<file path="config.mk">
export PLATFORM = sky130hd
export DESIGN_NAME = i2c_cfg_sequencer
export DESIGN_NICKNAME = d
export VERILOG_FILES = /design/src/rtl/i2c_cfg_sequencer.sv
export SDC_FILE = /design/constraint.sdc
export NUM_CORES = 1
export LEC_CHECK = 0
export ABC_AREA = 1
export CAP_MARGIN = 25
export CORE_MARGIN = 2
export CORE_UTILIZATION = 30
export DETAILED_ROUTE_END_ITERATION = 10
export HOLD_SLACK_MARGIN = 0.06
export PLACE_DENSITY = 0.54
export SKIP_CTS_REPAIR_TIMING = 1
export SLEW_MARGIN = 20
export SYNTH_ARGS = -nofsm -noshare
export SYNTH_HDL_FRONTEND = slang
export SYNTH_SLANG_ARGS = --single-unit
</file>
<file path="constraint.sdc">
create_clock -name i_clk -period 2.1 [get_ports i_clk]
set_clock_uncertainty 0.05 [all_clocks]
set_input_delay 0.42 -clock i_clk [delete_from_list [all_inputs] [get_ports i_clk]]
set_output_delay 0.42 -clock i_clk [all_outputs]
set_load 0.03 [all_outputs]
</file>
<file path="src/rtl/i2c_cfg_sequencer.sv">
`default_nettype none
// ============================================================================
//  Module      : i2c_cfg_sequencer
//  Description : Table-driven register-init sequencer. After a start pulse it
//                walks an external ROM of {reg, data} entries and issues one
//                single-byte write per entry to the I2C/SCCB request manager.
//                It honours delay (reg 8'hFE) and end (16'hFFFF) markers,
//                retries NACKed transactions and reports busy/done/error.
//  Optional    : `define I2C_CFG_READBACK_EN adds a verify read after every
//                successful write; a mismatching read-back flags an error.
//  Ports       : i_clk/i_rst_n      clock, asynchronous active-low reset
//                i_start            start pulse (ignored while busy)
//                o_rom_addr/i_rom_data  table ROM (1-cycle read latency)
//                o_valid/i_ready    request handshake to the manager
//                o_we, o_sccb_mode, o_addr_slave, o_addr_reg, o_burst_num
//                                   request descriptor
//                o_valid_wr_byte/o_wr_byte/i_ready_wr_byte  write byte stream
//                i_nack, i_rd_valid, i_rd_byte, i_txn_done  manager status
//                o_busy, o_done, o_error   sequence status (done/error sticky)
//  Revision    : 1.0  initial release
// ============================================================================
module i2c_cfg_sequencer #(
   parameter int         ROM_AW     = 8,
   parameter logic [6:0] SLAVE_ADDR = 7'h21,
   parameter int         SCCB_MODE  = 1,
   parameter int         DELAY_UNIT = 25000,
   parameter int         MAX_RETRY  = 3
) (
   input  logic              i_clk,
   input  logic              i_rst_n,
   input  logic              i_start,
   output logic [ROM_AW-1:0] o_rom_addr,
   input  logic [15:0]       i_rom_data,
   output logic              o_valid,
   input  logic              i_ready,
   output logic              o_we,
   output logic              o_sccb_mode,
   output logic [6:0]        o_addr_slave,
   output logic [7:0]        o_addr_reg,
   output logic [3:0]        o_burst_num,
   output logic              o_valid_wr_byte,
   output logic [7:0]        o_wr_byte,
   input  logic              i_ready_wr_byte,
   input  logic              i_nack,
   input  logic              i_rd_valid,
   input  logic [7:0]        i_rd_byte,
   input  logic              i_txn_done,
   output logic              o_busy,
   output logic              o_done,
   output logic              o_error
);

   localparam logic [31:0] DELAY_UNIT_C = 32'(DELAY_UNIT);
   localparam logic [7:0]  MAX_RETRY_C  = 8'(MAX_RETRY);

   typedef enum logic [3:0] {
      ST_IDLE    = 4'd0,
      ST_FETCH   = 4'd1,
      ST_DECODE  = 4'd2,
      ST_REQ     = 4'd3,
      ST_WAIT    = 4'd4,
      ST_DELAY   = 4'd5,
`ifdef I2C_CFG_READBACK_EN
      ST_RB_REQ  = 4'd6,
      ST_RB_WAIT = 4'd7,
`endif
      ST_DONE    = 4'd8,
      ST_ERROR   = 4'd9
   } state_t;

   state_t            state_q;
   logic [ROM_AW-1:0] rom_addr_q;
   logic              valid_q;
   logic              we_q;
   logic [7:0]        addr_reg_q;
   logic              valid_wr_byte_q;
   logic [7:0]        wr_byte_q;
   logic              busy_q;
   logic              done_q;
   logic              error_q;
   logic [7:0]        retry_q;
   logic              nack_seen_q;
   logic [31:0]       delay_q;

   logic [ROM_AW-1:0] rom_addr_d;
   logic              addr_last;
   logic [31:0]       delay_total;
   logic              txn_failed;
   logic              retry_ok;

   assign rom_addr_d  = rom_addr_q + ROM_AW'(1);
   // Incrementing past the last entry would wrap to 0: treat it as end of table.
   assign addr_last   = &rom_addr_q;
   assign delay_total = {24'd0, i_rom_data[7:0]} * DELAY_UNIT_C;
   // A NACK in the same cycle as txn_done still fails the transaction.
   assign txn_failed  = nack_seen_q | i_nack;
   assign retry_ok    = retry_q < MAX_RETRY_C;

`ifdef I2C_CFG_READBACK_EN
   logic [7:0] rd_byte_q;
   logic       rd_seen_q;
   logic [7:0] rd_cmp;
   logic       rd_have;
   // The read byte may arrive in the same cycle as txn_done.
   assign rd_cmp  = i_rd_valid ? i_rd_byte : rd_byte_q;
   assign rd_have = i_rd_valid | rd_seen_q;
`else
   logic unused_rd;
   assign unused_rd = ^{i_rd_valid, i_rd_byte};
`endif

   always_ff @(posedge i_clk or negedge i_rst_n) begin
      if (!i_rst_n) begin
         state_q         <= ST_IDLE;
         rom_addr_q      <= '0;
         valid_q         <= 1'b0;
         we_q            <= 1'b0;
         addr_reg_q      <= 8'd0;
         valid_wr_byte_q <= 1'b0;
         wr_byte_q       <= 8'd0;
         busy_q          <= 1'b0;
         done_q          <= 1'b0;
         error_q         <= 1'b0;
         retry_q         <= 8'd0;
         nack_seen_q     <= 1'b0;
         delay_q         <= 32'd0;
`ifdef I2C_CFG_READBACK_EN
         rd_byte_q       <= 8'd0;
         rd_seen_q       <= 1'b0;
`endif
      end else begin
         // The write-byte stream handshakes independently of the request.
         if (valid_wr_byte_q && i_ready_wr_byte) valid_wr_byte_q <= 1'b0;
         // Sticky until the next attempt is issued (cleared below).
         if (i_nack) nack_seen_q <= 1'b1;
`ifdef I2C_CFG_READBACK_EN
         if (i_rd_valid) begin
            rd_byte_q <= i_rd_byte;
            rd_seen_q <= 1'b1;
         end
`endif
         case (state_q)
            ST_IDLE: begin
               if (i_start) begin
                  rom_addr_q <= '0;
                  done_q     <= 1'b0;
                  error_q    <= 1'b0;
                  retry_q    <= 8'd0;
                  busy_q     <= 1'b1;
                  state_q    <= ST_FETCH;
               end
            end

            ST_FETCH: state_q <= ST_DECODE;

            ST_DECODE: begin
               if (i_rom_data == 16'hFFFF) begin
                  done_q  <= 1'b1;
                  busy_q  <= 1'b0;
                  state_q <= ST_DONE;
               end else if (i_rom_data[15:8] == 8'hFE) begin
                  if (addr_last) begin
                     done_q  <= 1'b1;
                     busy_q  <= 1'b0;
                     state_q <= ST_DONE;
                  end else begin
                     // The next entry is prefetched during the delay, so the
                     // following DECODE lands delay_total cycles after this one
                     // (never sooner than the 2-cycle FETCH path allows).
                     rom_addr_q <= rom_addr_d;
                     if (delay_total <= 32'd2) begin
                        state_q <= ST_FETCH;
                     end else begin
                        delay_q <= delay_total - 32'd2;
                        state_q <= ST_DELAY;
                     end
                  end
               end else begin
                  addr_reg_q      <= i_rom_data[15:8];
                  wr_byte_q       <= i_rom_data[7:0];
                  valid_q         <= 1'b1;
                  we_q            <= 1'b1;
                  valid_wr_byte_q <= 1'b1;
                  nack_seen_q     <= 1'b0;
                  state_q         <= ST_REQ;
               end
            end

            ST_REQ: begin
               if (i_ready) begin
                  valid_q <= 1'b0;
                  state_q <= ST_WAIT;
               end
            end

            ST_WAIT: begin
               if (i_txn_done) begin
                  if (txn_failed) begin
                     if (retry_ok) begin
                        retry_q         <= retry_q + 8'd1;
                        valid_q         <= 1'b1;
                        we_q            <= 1'b1;
                        valid_wr_byte_q <= 1'b1;
                        nack_seen_q     <= 1'b0;
                        state_q         <= ST_REQ;
                     end else begin
                        error_q         <= 1'b1;
                        busy_q          <= 1'b0;
                        valid_wr_byte_q <= 1'b0;
                        state_q         <= ST_ERROR;
                     end
                  end else begin
`ifdef I2C_CFG_READBACK_EN
                     valid_q     <= 1'b1;
                     we_q        <= 1'b0;
                     nack_seen_q <= 1'b0;
                     rd_seen_q   <= 1'b0;
                     state_q     <= ST_RB_REQ;
`else
                     retry_q <= 8'd0;
                     if (addr_last) begin
                        done_q  <= 1'b1;
                        busy_q  <= 1'b0;
                        state_q <= ST_DONE;
                     end else begin
                        rom_addr_q <= rom_addr_d;
                        state_q    <= ST_FETCH;
                     end
`endif
                  end
               end
            end

`ifdef I2C_CFG_READBACK_EN
            ST_RB_REQ: begin
               if (i_ready) begin
                  valid_q <= 1'b0;
                  state_q <= ST_RB_WAIT;
               end
            end

            ST_RB_WAIT: begin
               if (i_txn_done) begin
                  if (txn_failed) begin
                     // Retry counter is shared with the preceding write.
                     if (retry_ok) begin
                        retry_q     <= retry_q + 8'd1;
                        valid_q     <= 1'b1;
                        nack_seen_q <= 1'b0;
                        rd_seen_q   <= 1'b0;
                        state_q     <= ST_RB_REQ;
                     end else begin
                        error_q <= 1'b1;
                        busy_q  <= 1'b0;
                        state_q <= ST_ERROR;
                     end
                  end else if (!rd_have || (rd_cmp != wr_byte_q)) begin
                     error_q <= 1'b1;
                     busy_q  <= 1'b0;
                     state_q <= ST_ERROR;
                  end else begin
                     retry_q <= 8'd0;
                     if (addr_last) begin
                        done_q  <= 1'b1;
                        busy_q  <= 1'b0;
                        state_q <= ST_DONE;
                     end else begin
                        rom_addr_q <= rom_addr_d;
                        state_q    <= ST_FETCH;
                     end
                  end
               end
            end
`endif

            ST_DELAY: begin
               if (delay_q == 32'd0) state_q <= ST_DECODE;
               else                  delay_q <= delay_q - 32'd1;
            end

            ST_DONE:  state_q <= ST_IDLE;
            ST_ERROR: state_q <= ST_IDLE;
            default:  state_q <= ST_IDLE;
         endcase
      end
   end

   assign o_rom_addr      = rom_addr_q;
   assign o_valid         = valid_q;
   assign o_we            = we_q;
   assign o_sccb_mode     = (SCCB_MODE != 0);
   assign o_addr_slave    = SLAVE_ADDR;
   assign o_addr_reg      = addr_reg_q;
   assign o_burst_num     = 4'd0;
   assign o_valid_wr_byte = valid_wr_byte_q;
   assign o_wr_byte       = wr_byte_q;
   assign o_busy          = busy_q;
   assign o_done          = done_q;
   assign o_error         = error_q;

endmodule
`default_nettype wire

</file>
==> flow_summary_export.csv, run 1 <==
group,metric,value,unit
cells_and_area,num_antenna_cells,0,
critical_path,critPathMaxFanout,8,
sta,slew_violations,0,
critical_path,end_kind,"flop",
route,drc_errors,0,
critical_path,cpLargestDelayFamily,"adder cells",
run,drv_cap,0,
route,num_vias,6576,
die,initial_core_util,30.85,%
critical_path,worstSetupPathType,"primary input to flop",
synthesis,syn_avg_cell_area,6.928,um^2
sta,fmax,263.8,MHz
global_routing,grt_pass1_wl,29.87,mm
global_routing,grt_max_degree,35,
global_routing,gr-usage-all-layers,16.24,%
power,p_leak,0.004888,uW
clocking,cts_made_buffers,9,
die,rows,53,
route,via_per_inst,4.529,
cells_and_area,layout_commonest_cell,"nand2_1",
die,core,21150,um^2
route,drtIter0Drc,265,
clocking,h-tree-depth,3,
synthesis,syn_area,6526,um^2
synthesis,ys_seq_elements,75,
clocking,clk_path_buf_depth,2,
outcome,violations,"setup timing",
sta,worstMarginPinSlew,0.7102,ns
placed_design,dp_hpwl,14.10,mm
power,pwr-share-clk,15.3,%
outcome,status,"finished with violations",
route,routedWlPerCell,12.85,um
cells_and_area,largest_reg_flops,32,
critical_path,crit_start,"i_rom_data[4]",
die,dieArea,22950,um^2
clocking,clock_latency,0.35,ns
critical_path,setup.worst_path.start_class,"primary input",
global_routing,grt_overflow,0,
critical_path,reg2reg_from,"delay_q[0]",
cells_and_area,final_util,45.22,%
power,pwr-share-comb,62.5,%
cells_and_area,final_cell_area,9567,um^2
placed_design,gp_congestion,0.8175,
min_path,hp-class,"primary input to flop",
sta,grt_setup_unrepaired,"true",
critical_path,ff2ff_path_depth,13,
synthesis,post_synth_inst_count,942,
power,seq_power_share,22.1,%
critical_path,crit_slowest_cell,"fa_1",
synthesis,synth_area_leader_cell,"dfrtp_1",
sta,setup_tns,-55.37,ns
critical_path,critPathBufInv,4,
power,sw_frac_of_total,44.20,%
synthesis,synthDistinctLibCells,50,
placed_design,dpl_cell_area,8665,um^2
cells_and_area,fill_cells,2111,
sta,finalSetupViolCount,36,
sta,max_slew_margin,52.60,%
power,p_int,6174,uW
critical_path,reg2reg_to,"delay_q[0]",
global_routing,first_global_vias,6305,
sta,min_period_over_period,180.5,%
placed_design,place.port_buffers,52,
cells_and_area,drive_above_1_share,27.70,%
critical_path,crit_chain,"buf_12, ha_4, ha_4, inv_2, fa_1, inv_2, fa_1, ha_4, or2_4, nand3_4, nand3b_1, nand2_2, nand2_2, nor2_4, nand2_4, nor2_8, nand3_4, nand3_4, buf_12, nand2_8, nand2_1, nand2_1",
route,routed_wl,18.66,mm
synthesis,ys_warn_count,0,
route,drt.antenna.violating_nets,0,
synthesis,synth-seq-area-share,28.76,%
synthesis,synth_area_leaders,"dfrtp_1, nand2_1, ha_1",
cells_and_area,synthToLayoutAreaGrowth,46.59,%
critical_path,r2r_slack,-0.65,ns
clocking,clkTransAtPathRegs,0.06,ns
cells_and_area,layout_common_cells,"nand2_1, buf_4, inv_1",
sta,layout_min_cycle_time,3.790,ns
die,die_x,151.5,um
cells_and_area,regMostFlops,"delay_q",
critical_path,max_stage_delay,0.55,ns
die,die_y,151.5,um
synthesis,synth_top_area_share,28.76,%
global_routing,antenna_found_initial,0,
min_path,hold-path-cell-count,3,
route,drtPass1Iterations,5,
clocking,cts_tree,"yes",
critical_path,worstPathRequired,2.28,ns
power,p_switching,4890,uW
min_path,holdPathEnd,"o_wr_byte[3]",
sta,worst_slack,-1.690,ns
clocking,clkSinkCount,75,
power,power_density,1156,nW/um^2
die,boundaryPins,74,
sta,hold_viol,0,
power,ir_drop,0.3759,mV
cells_and_area,nNetsFinal,1274,
critical_path,crit_arrival,3.97,ns
clocking,clock-root-buffer,"clkbuf_16",
min_path,hp-start,"i_rom_data[3]",
## cells by family (layout without fill, tap and decap cells)
| group | Yosys count | in the layout | share of synthesized area (%) |
|---|---|---|---|
| flip-flops | 75 | 75 | 28.76 |
| adder cells (fa/ha/maj) | 70 | 70 | 14.80 |
| other | 2 | 12 | 0.1151 |
| AO/OA/AOI/OAI | 100 | 100 | 8.666 |
| buffers and inverters | 150 | 372 | 9.892 |
| XOR/XNOR | 19 | 19 | 2.550 |
| AND/OR/NAND/NOR | 526 | 529 | 35.22 |
## tightest hold or removal path, cell delays in order
cell	delay, ns
clkbuf_2	0.14
nand2_1	0.08
nand2_1	0.05
## final cells by class
| type | instances | area (um^2) | area share [%] |
|---|---|---|---|
| repair buffers | 236 | 1989 | 20.80 |
| multi-input cells | 730 | 4587 | 47.95 |
| well taps | 275 | 344.1 | 3.597 |
| clock inverters | 6 | 90.09 | 0.9417 |
| clock buffers | 10 | 229.0 | 2.393 |
| flip-flops and latches | 75 | 1877 | 19.62 |
| inverters | 120 | 450.4 | 4.708 |
## power by group through the flow
| stage | sequential (uW) | combinational, uW | clock (uW) |
|---|---|---|---|
| 6_report | 2450 | 6920 | 1690 |
| 5_1_grt | 2530 | 7740 | 1800 |
| 4_1_cts | 2450 | 6470 | 1730 |
| 3_5_place_dp | 2460 | 6440 | 0 |
| 3_3_place_gp | 2460 | 6400 | 0 |
| 2_1_floorplan | 2790 | 3510 | 0 |
## worst max path at each step
stage,endpoint,slack [ns],cells past startpoint
final,delay_q[12],-1.69,22
after global routing,delay_q[17],-1.88,22
after CTS,delay_q[18],-2.25,21
after detailed placement,delay_q[18],-2.62,21
after global placement,delay_q[30],-2.57,21
after floorplan,delay_q[30],-1.66,20
## stage by stage
stage | hold WS [ns] | worst slack (ns) | total power [uW] | cells
6_report | 0.3350 | -1.690 | 11060 | 1452
4_1_cts | 0.007757 | -2.248 | 10650 | 1433
3_5_place_dp | 0.3746 | -2.624 | 8899 | 1417
5_1_grt | 0.3522 | -1.882 | 12070 | 1452
3_3_place_gp | 0.3737 | -2.572 | 8866 | 1417
2_1_floorplan | 0.07441 | -1.662 | 6296 | 952
## layer usage
layer	track usage (%)	routed length (um)	share of wire (%)	up-vias
met5	0	0	0	-
met4	4.537	343	1.8	0
met1	22.29	9084	49	2996
li1	-	-	-	3486
met3	1.886	422	2.3	23
met2	27.08	8812	47	71
## synthesized netlist by cell type, drive strengths merged
cell type  number
nand3b          5
conb            2
nand3          79
o21bai          1
nor4            7
clkbuf          9
nand2         284
a21oi          28
o211ai          2
o32ai           1
nor2          116
clkinv          1
and3            1
fa             12
xnor2          10
o21a            3
inv           119
a22oi           1
a21o            2
buf            21
o31ai           1
nand4          11
or2             4
o41ai           1
nor3           17
and2            1
xor2            9
a31oi           6
o22ai           1
o21ai          47
nor3b           1
o221ai          1
a311oi          1
ha             58
a211oi          3
a21boi          1
dfrtp          75
No activity file was read; power rests on OpenSTA's default activity.
==> run 2: changes to the inputs <==
==> constraint.sdc (replaced) <==
create_clock -name i_clk -period 3.26 [get_ports i_clk]
set_clock_uncertainty 0.05 [all_clocks]
set_input_delay 0.652 -clock i_clk [delete_from_list [all_inputs] [get_ports i_clk]]
set_output_delay 0.652 -clock i_clk [all_outputs]
set_load 0.03 [all_outputs]
==> run 2 against run 1 <==
  * The flow still finishes with violations (setup timing)
  * Utilization shrank 2.3 points
  * Worst setup slack improved by 0.93 ns
  * Sequential power fell by 34%
  * Global-route usage fell by 0.52 points
  * Flip-flop and latch count did not move
  * Critical path depth stayed put
  * Largest cell class unchanged
  * Critical path type unchanged
  * Worst hold slack worse by 0.051 ns
  * Combinational power is 40% lower
  * Register-to-register slack improved by 0.71 ns
  * Sequential share of layout area up 1.0 points
  * Clock-buffer cell count fell by 1
  * Highest routed layer unchanged
==> flow_summary_export.csv, run 2 (synthesis gave the netlist of run 1 again) <==
group,metric,value,unit
placed_design,dpl_cell_area,8169,um^2
global_routing,grt_pass1_wl,28.99,mm
placed_design,dp_hpwl,13.50,mm
sta,setup_tns,-23.68,ns
cells_and_area,layout_commonest_cell,"nand2_1",
route,via_per_inst,4.616,
die,boundaryPins,74,
cells_and_area,regMostFlops,"delay_q",
power,ir_drop,0.2393,mV
global_routing,first_global_vias,5993,
cells_and_area,fill_cells,2189,
power,power_density,739.7,nW/um^2
die,dieArea,22950,um^2
clocking,clk_path_buf_depth,2,
sta,slew_violations,0,
critical_path,reg2reg_from,"delay_q[0]",
route,routed_wl,17.87,mm
global_routing,grt_overflow,0,
clocking,clkTransAtPathRegs,0.06,ns
clocking,clock-root-buffer,"clkbuf_16",
placed_design,place_ws,-1.717,ns
sta,fmax,248.9,MHz
cells_and_area,synthToLayoutAreaGrowth,39.26,%
critical_path,critPathMaxFanout,8,
sta,max_slew_margin,47.93,%
placed_design,place_inst,1356,
route,drtIter0Drc,384,
cells_and_area,drive_above_1_share,24.59,%
min_path,hp-class,"primary input to async pin",
route,drt.antenna.violating_nets,0,
critical_path,reg2reg_to,"delay_q[5]",
cells_and_area,layout_common_cells,"nand2_1, buf_4, inv_1",
route,num_vias,6393,
run,drv_cap,0,
cells_and_area,nNetsFinal,1207,
global_routing,grt_max_degree,76,
sta,worstMarginPinSlew,0.7802,ns
die,rows,53,
critical_path,crit_arrival,4.21,ns
route,drc_errors,0,
route,routedWlPerCell,12.91,um
cells_and_area,fin_cells,1385,
die,die_x,151.5,um
cells_and_area,final_cell_area,9089,um^2
placed_design,gp_congestion,0.8100,
clocking,cts_made_buffers,9,
route,drtPass1Iterations,5,
placed_design,place.port_buffers,52,
die,die_y,151.5,um
cells_and_area,largest_reg_flops,32,
critical_path,r2r_slack,0.06,ns
die,initial_core_util,30.85,%
cells_and_area,num_antenna_cells,0,
sta,hold_viol,0,
clocking,clkSinkCount,75,
sta,min_period_over_period,123.3,%
clocking,cts_tree,"yes",
critical_path,worstSetupPathType,"primary input to flop",
power,p_total,6723,uW
sta,layout_min_cycle_time,4.018,ns
outcome,violations,"setup timing",
critical_path,worstPathRequired,3.45,ns
sta,grt_setup_unrepaired,"true",
critical_path,end_kind,"flop",
global_routing,antenna_found_initial,0,
clocking,h-tree-depth,3,
clocking,clock_latency,0.35,ns
global_routing,gr-usage-all-layers,15.72,%
critical_path,ff2ff_path_depth,13,
critical_path,setup.worst_path.start_class,"primary input",
power,p_leak,0.004522,uW
sta,worst_slack,-0.7582,ns
outcome,status,"finished with violations",
die,core,21150,um^2
sta,finalSetupViolCount,33,
run 2: cell types whose count changed in the layout (fill, tap and decap cells not counted), moves of 3 or more:
cell     change
buf_6        +5
nand2_1     -15
ha_1         -5
nand2_2     +15
nor2_2       -9
buf_12       -3
buf_4       -67
nor2_1       +7
ha_4         +6
inv_6        +4
run 2: per-stage QoR:
step	util, %	hold WS, ns
3_3_place_gp	38.62	0.4047
4_1_cts	39.96	0.4249
3_5_place_dp	38.62	0.4106
5_1_grt	42.96	0.3522
6_report	42.96	0.2843
2_1_floorplan	-	0.3064
run 2: metal layers:
layer	up-vias	track usage, %	wire [um]
met5	-	0	0
met3	19	2.066	341
met4	0	3.796	214
met1	2964	21.55	8821
met2	72	26.33	8497
li1	3338	-	-
run 2: worst max-delay path: stages:
cell and delay (ns):
buf_8 0.11, ha_4 0.24, ha_4 0.26, inv_2 0.03, fa_1 0.48, inv_2 0.04
fa_2 0.55, ha_4 0.22, or2_4 0.26, nand3_2 0.09, nand3b_1 0.09, nand2_2 0.14
nand2_2 0.09, nor2_4 0.14, nand2_4 0.08, nor2_8 0.09, nand3_4 0.08, nand3_4 0.13
buf_12 0.15, nand2_8 0.10, nand2_2 0.12, nand2_1 0.05
run 2: how the worst max path moves through the flow:
stage                             start           to  slack, ns  cells past startpoint
after floorplan           i_rom_data[4]  delay_q[30]      -0.73                     20
after global placement    i_rom_data[6]  delay_q[30]      -1.66                     22
after detailed placement  i_rom_data[4]  delay_q[18]      -1.72                     21
after CTS                 i_rom_data[4]  delay_q[18]      -1.36                     21
after global routing      i_rom_data[4]  delay_q[27]      -0.90                     23
final                     i_rom_data[4]   delay_q[9]      -0.76                     22
run 2: cell type report:
type,instances,area [um^2],share of cell area (%)
repair buffers,169,1468,16.15
inverters,120,450.4,4.956
clock inverters,7,58.81,0.6470
flip-flops and latches,75,1877,20.65
clock buffers,9,225.2,2.478
well taps,275,344.1,3.786
multi-input cells,730,4666,51.34
run 2: power by group:
group	switching [uW]	leakage [uW]	internal, uW
clock network	447	0.000133	528
logic	2370	0.00344	1760
registers	333	0.000953	1280
total	3150	0.00452	3570
==> run 3: changes to the inputs <==
--- a/config.mk
+++ b/config.mk
@@ -10,9 +10,9 @@
 export CORE_MARGIN = 2
 export CORE_UTILIZATION = 30
 export DETAILED_ROUTE_END_ITERATION = 10
+export GPL_ROUTABILITY_DRIVEN = 0
 export HOLD_SLACK_MARGIN = 0.06
 export PLACE_DENSITY = 0.54
-export SKIP_CTS_REPAIR_TIMING = 1
 export SLEW_MARGIN = 20
 export SYNTH_ARGS = -nofsm -noshare
 export SYNTH_HDL_FRONTEND = slang
==> run 3 against run 2 <==
  * The flow still finishes with violations (setup timing)
  * Critical endpoint is now delay_q[25]
  * Highest routed layer unchanged
  * Worst hold slack hardly changed
  * Sequential share of layout area is 0.14 points lower
  * Fmax is 1.6% higher
  * Flip-flop and latch count stayed put
  * Clock-buffer cell count stayed put
==> flow_summary_export.csv, run 3 (synthesis gave the netlist of run 1 again) <==
group,metric,value,unit
outcome,status,"finished with violations",
outcome,violations,"setup timing",
clocking,clkSinkCount,75,
sta,layout_min_cycle_time,3.955,ns
die,boundaryPins,74,
clocking,clkTransAtPathRegs,0.06,ns
sta,worst_slack,-0.6952,ns
critical_path,worstPathRequired,3.45,ns
route,drt.antenna.violating_nets,0,
route,drtIter0Drc,434,
route,via_per_inst,4.632,
sta,min_period_over_period,121.3,%
clocking,clock_latency,0.35,ns
global_routing,first_global_vias,6225,
critical_path,crit_arrival,4.15,ns
die,initial_core_util,30.85,%
global_routing,grt_pass1_wl,30.46,mm
die,core,21150,um^2
placed_design,dpl_cell_area,8169,um^2
power,power_density,738.3,nW/um^2
cells_and_area,drive_above_1_share,26.05,%
critical_path,worstSetupPathType,"primary input to flop",
clocking,clock-root-buffer,"clkbuf_16",
cells_and_area,fin_cells,1392,
route,routedWlPerCell,12.84,um
global_routing,gr-usage-all-layers,16.58,%
critical_path,end_kind,"flop",
global_routing,antenna_found_initial,0,
power,p_leak,0.004563,uW
sta,max_slew_margin,48.53,%
power,ir_drop,0.2295,mV
sta,grt_setup_unrepaired,"true",
route,drc_errors,0,
route,num_vias,6448,
die,rows,53,
route,drtPass1Iterations,5,
route,routed_wl,17.87,mm
clocking,hold_buffers,0,
placed_design,dp_hpwl,13.50,mm
sta,worstMarginPinSlew,0.7713,ns
cells_and_area,nNetsFinal,1214,
critical_path,critPathMaxFanout,8,
global_routing,grt_max_degree,76,
placed_design,place_inst,1356,
critical_path,ff2ff_path_depth,13,
clocking,cts_made_buffers,9,
cells_and_area,regArea,1877,um^2
clocking,clk_path_buf_depth,2,
run,drv_cap,0,
cells_and_area,regMostFlops,"delay_q",
cells_and_area,final_cell_area,9149,um^2
cells_and_area,layout_commonest_cell,"nand2_1",
critical_path,reg2reg_from,"delay_q[0]",
critical_path,setup.worst_path.start_class,"primary input",
die,die_y,151.5,um
sta,finalSetupViolCount,33,
die,dieArea,22950,um^2
sta,slew_violations,0,
die,die_x,151.5,um
cells_and_area,num_antenna_cells,0,
placed_design,place_ws,-1.717,ns
sta,fmax,252.8,MHz
cells_and_area,fill_cells,2198,
sta,hold_viol,0,
min_path,hp-class,"primary input to async pin",
clocking,cts_tree,"yes",
global_routing,grt_overflow,0,
cells_and_area,multi_input_area,4696,um^2
critical_path,crit_start,"i_rom_data[2]",
placed_design,place.port_buffers,52,
cells_and_area,synthToLayoutAreaGrowth,40.18,%
clocking,h-tree-depth,3,
cells_and_area,layout_common_cells,"nand2_1, buf_4, inv_1",
cells_and_area,largest_reg_flops,32,
[run 3: repair_timing]
item | 4_1_cts | 5_1_grt
cloned | 4 | 0
endpoints found under the hold margin | 0 | 0
resized for setup | 122 | 39
buffers inserted | 15 | 1
setup endpoints to repair | 33 | 33
pin swaps | 45 | 25
[run 3: power breakdown]
part	total, uW	switching, uW	internal (uW)
Sequential	1620	334	1280
Clock	971	444	527
Combinational	4170	2380	1790
Total	6750	3150	3600
[run 3: metal layers]
layer | GRT usage [%] | up-vias | part of all wire [%]
li1 | - | 3353 | -
met1 | 22.56 | 2982 | 49
met2 | 27.85 | 93 | 47
met3 | 2.246 | 20 | 2.4
met4 | 4.167 | 0 | 1.3
met5 | 0 | - | 0
[run 3: worst paths after layout]
| kind | to | slack [ns] |
|---|---|---|
| hold / removal | delay_q[27] | 0.28 |
| hold reg to reg | o_addr_reg[6] | 0.42 |
| setup reg to reg | delay_q[5] | 0.03 |
| setup / recovery | delay_q[25] | -0.70 |
| min in group i_clk | o_addr_reg[6] | 0.42 |
| max in group asynchronous | o_wr_byte[3] | 2.39 |
[run 3: critical path: stages]
cell and delay (ns):
buf_8 0.11, ha_4 0.24, ha_4 0.26, inv_2 0.03, fa_1 0.46, inv_1 0.05
fa_1 0.52, ha_4 0.23, or2_4 0.26, nand3b_1 0.11, and2_4 0.17, nand3_4 0.09
nor2_4 0.14, nand2_4 0.08, nor2_8 0.12, nand3_4 0.08, nand3_4 0.12, buf_6 0.17
nand2_8 0.11, nand2_4 0.12, nand2_2 0.04
[run 3: final cells by class]
class                           instances  area share [%]
Clock buffer                            9           2.462
Clock inverter                          7          0.6428
Inverter                              120           4.923
Timing Repair Buffer                  176           16.37
Sequential cell                        75           20.51
Tap cell                              275           3.761
Multi-Input combinational cell        730           51.33
[run 3: per-stage QoR]
| stage | total power, uW | setup TNS [ns] | utilization, % | hold WS (ns) |
|---|---|---|---|---|
| floorplan | 4056 | -23.66 | - | 0.3064 |
| global placement | 5371 | -53.84 | 38.62 | 0.4047 |
| detailed placement | 5401 | -55.81 | 38.62 | 0.4106 |
| CTS | 6720 | -23.61 | 42.66 | 0.4249 |
| global route | 7387 | -28.38 | 43.25 | 0.3522 |
| finish | 6755 | -21.94 | 43.25 | 0.2838 |
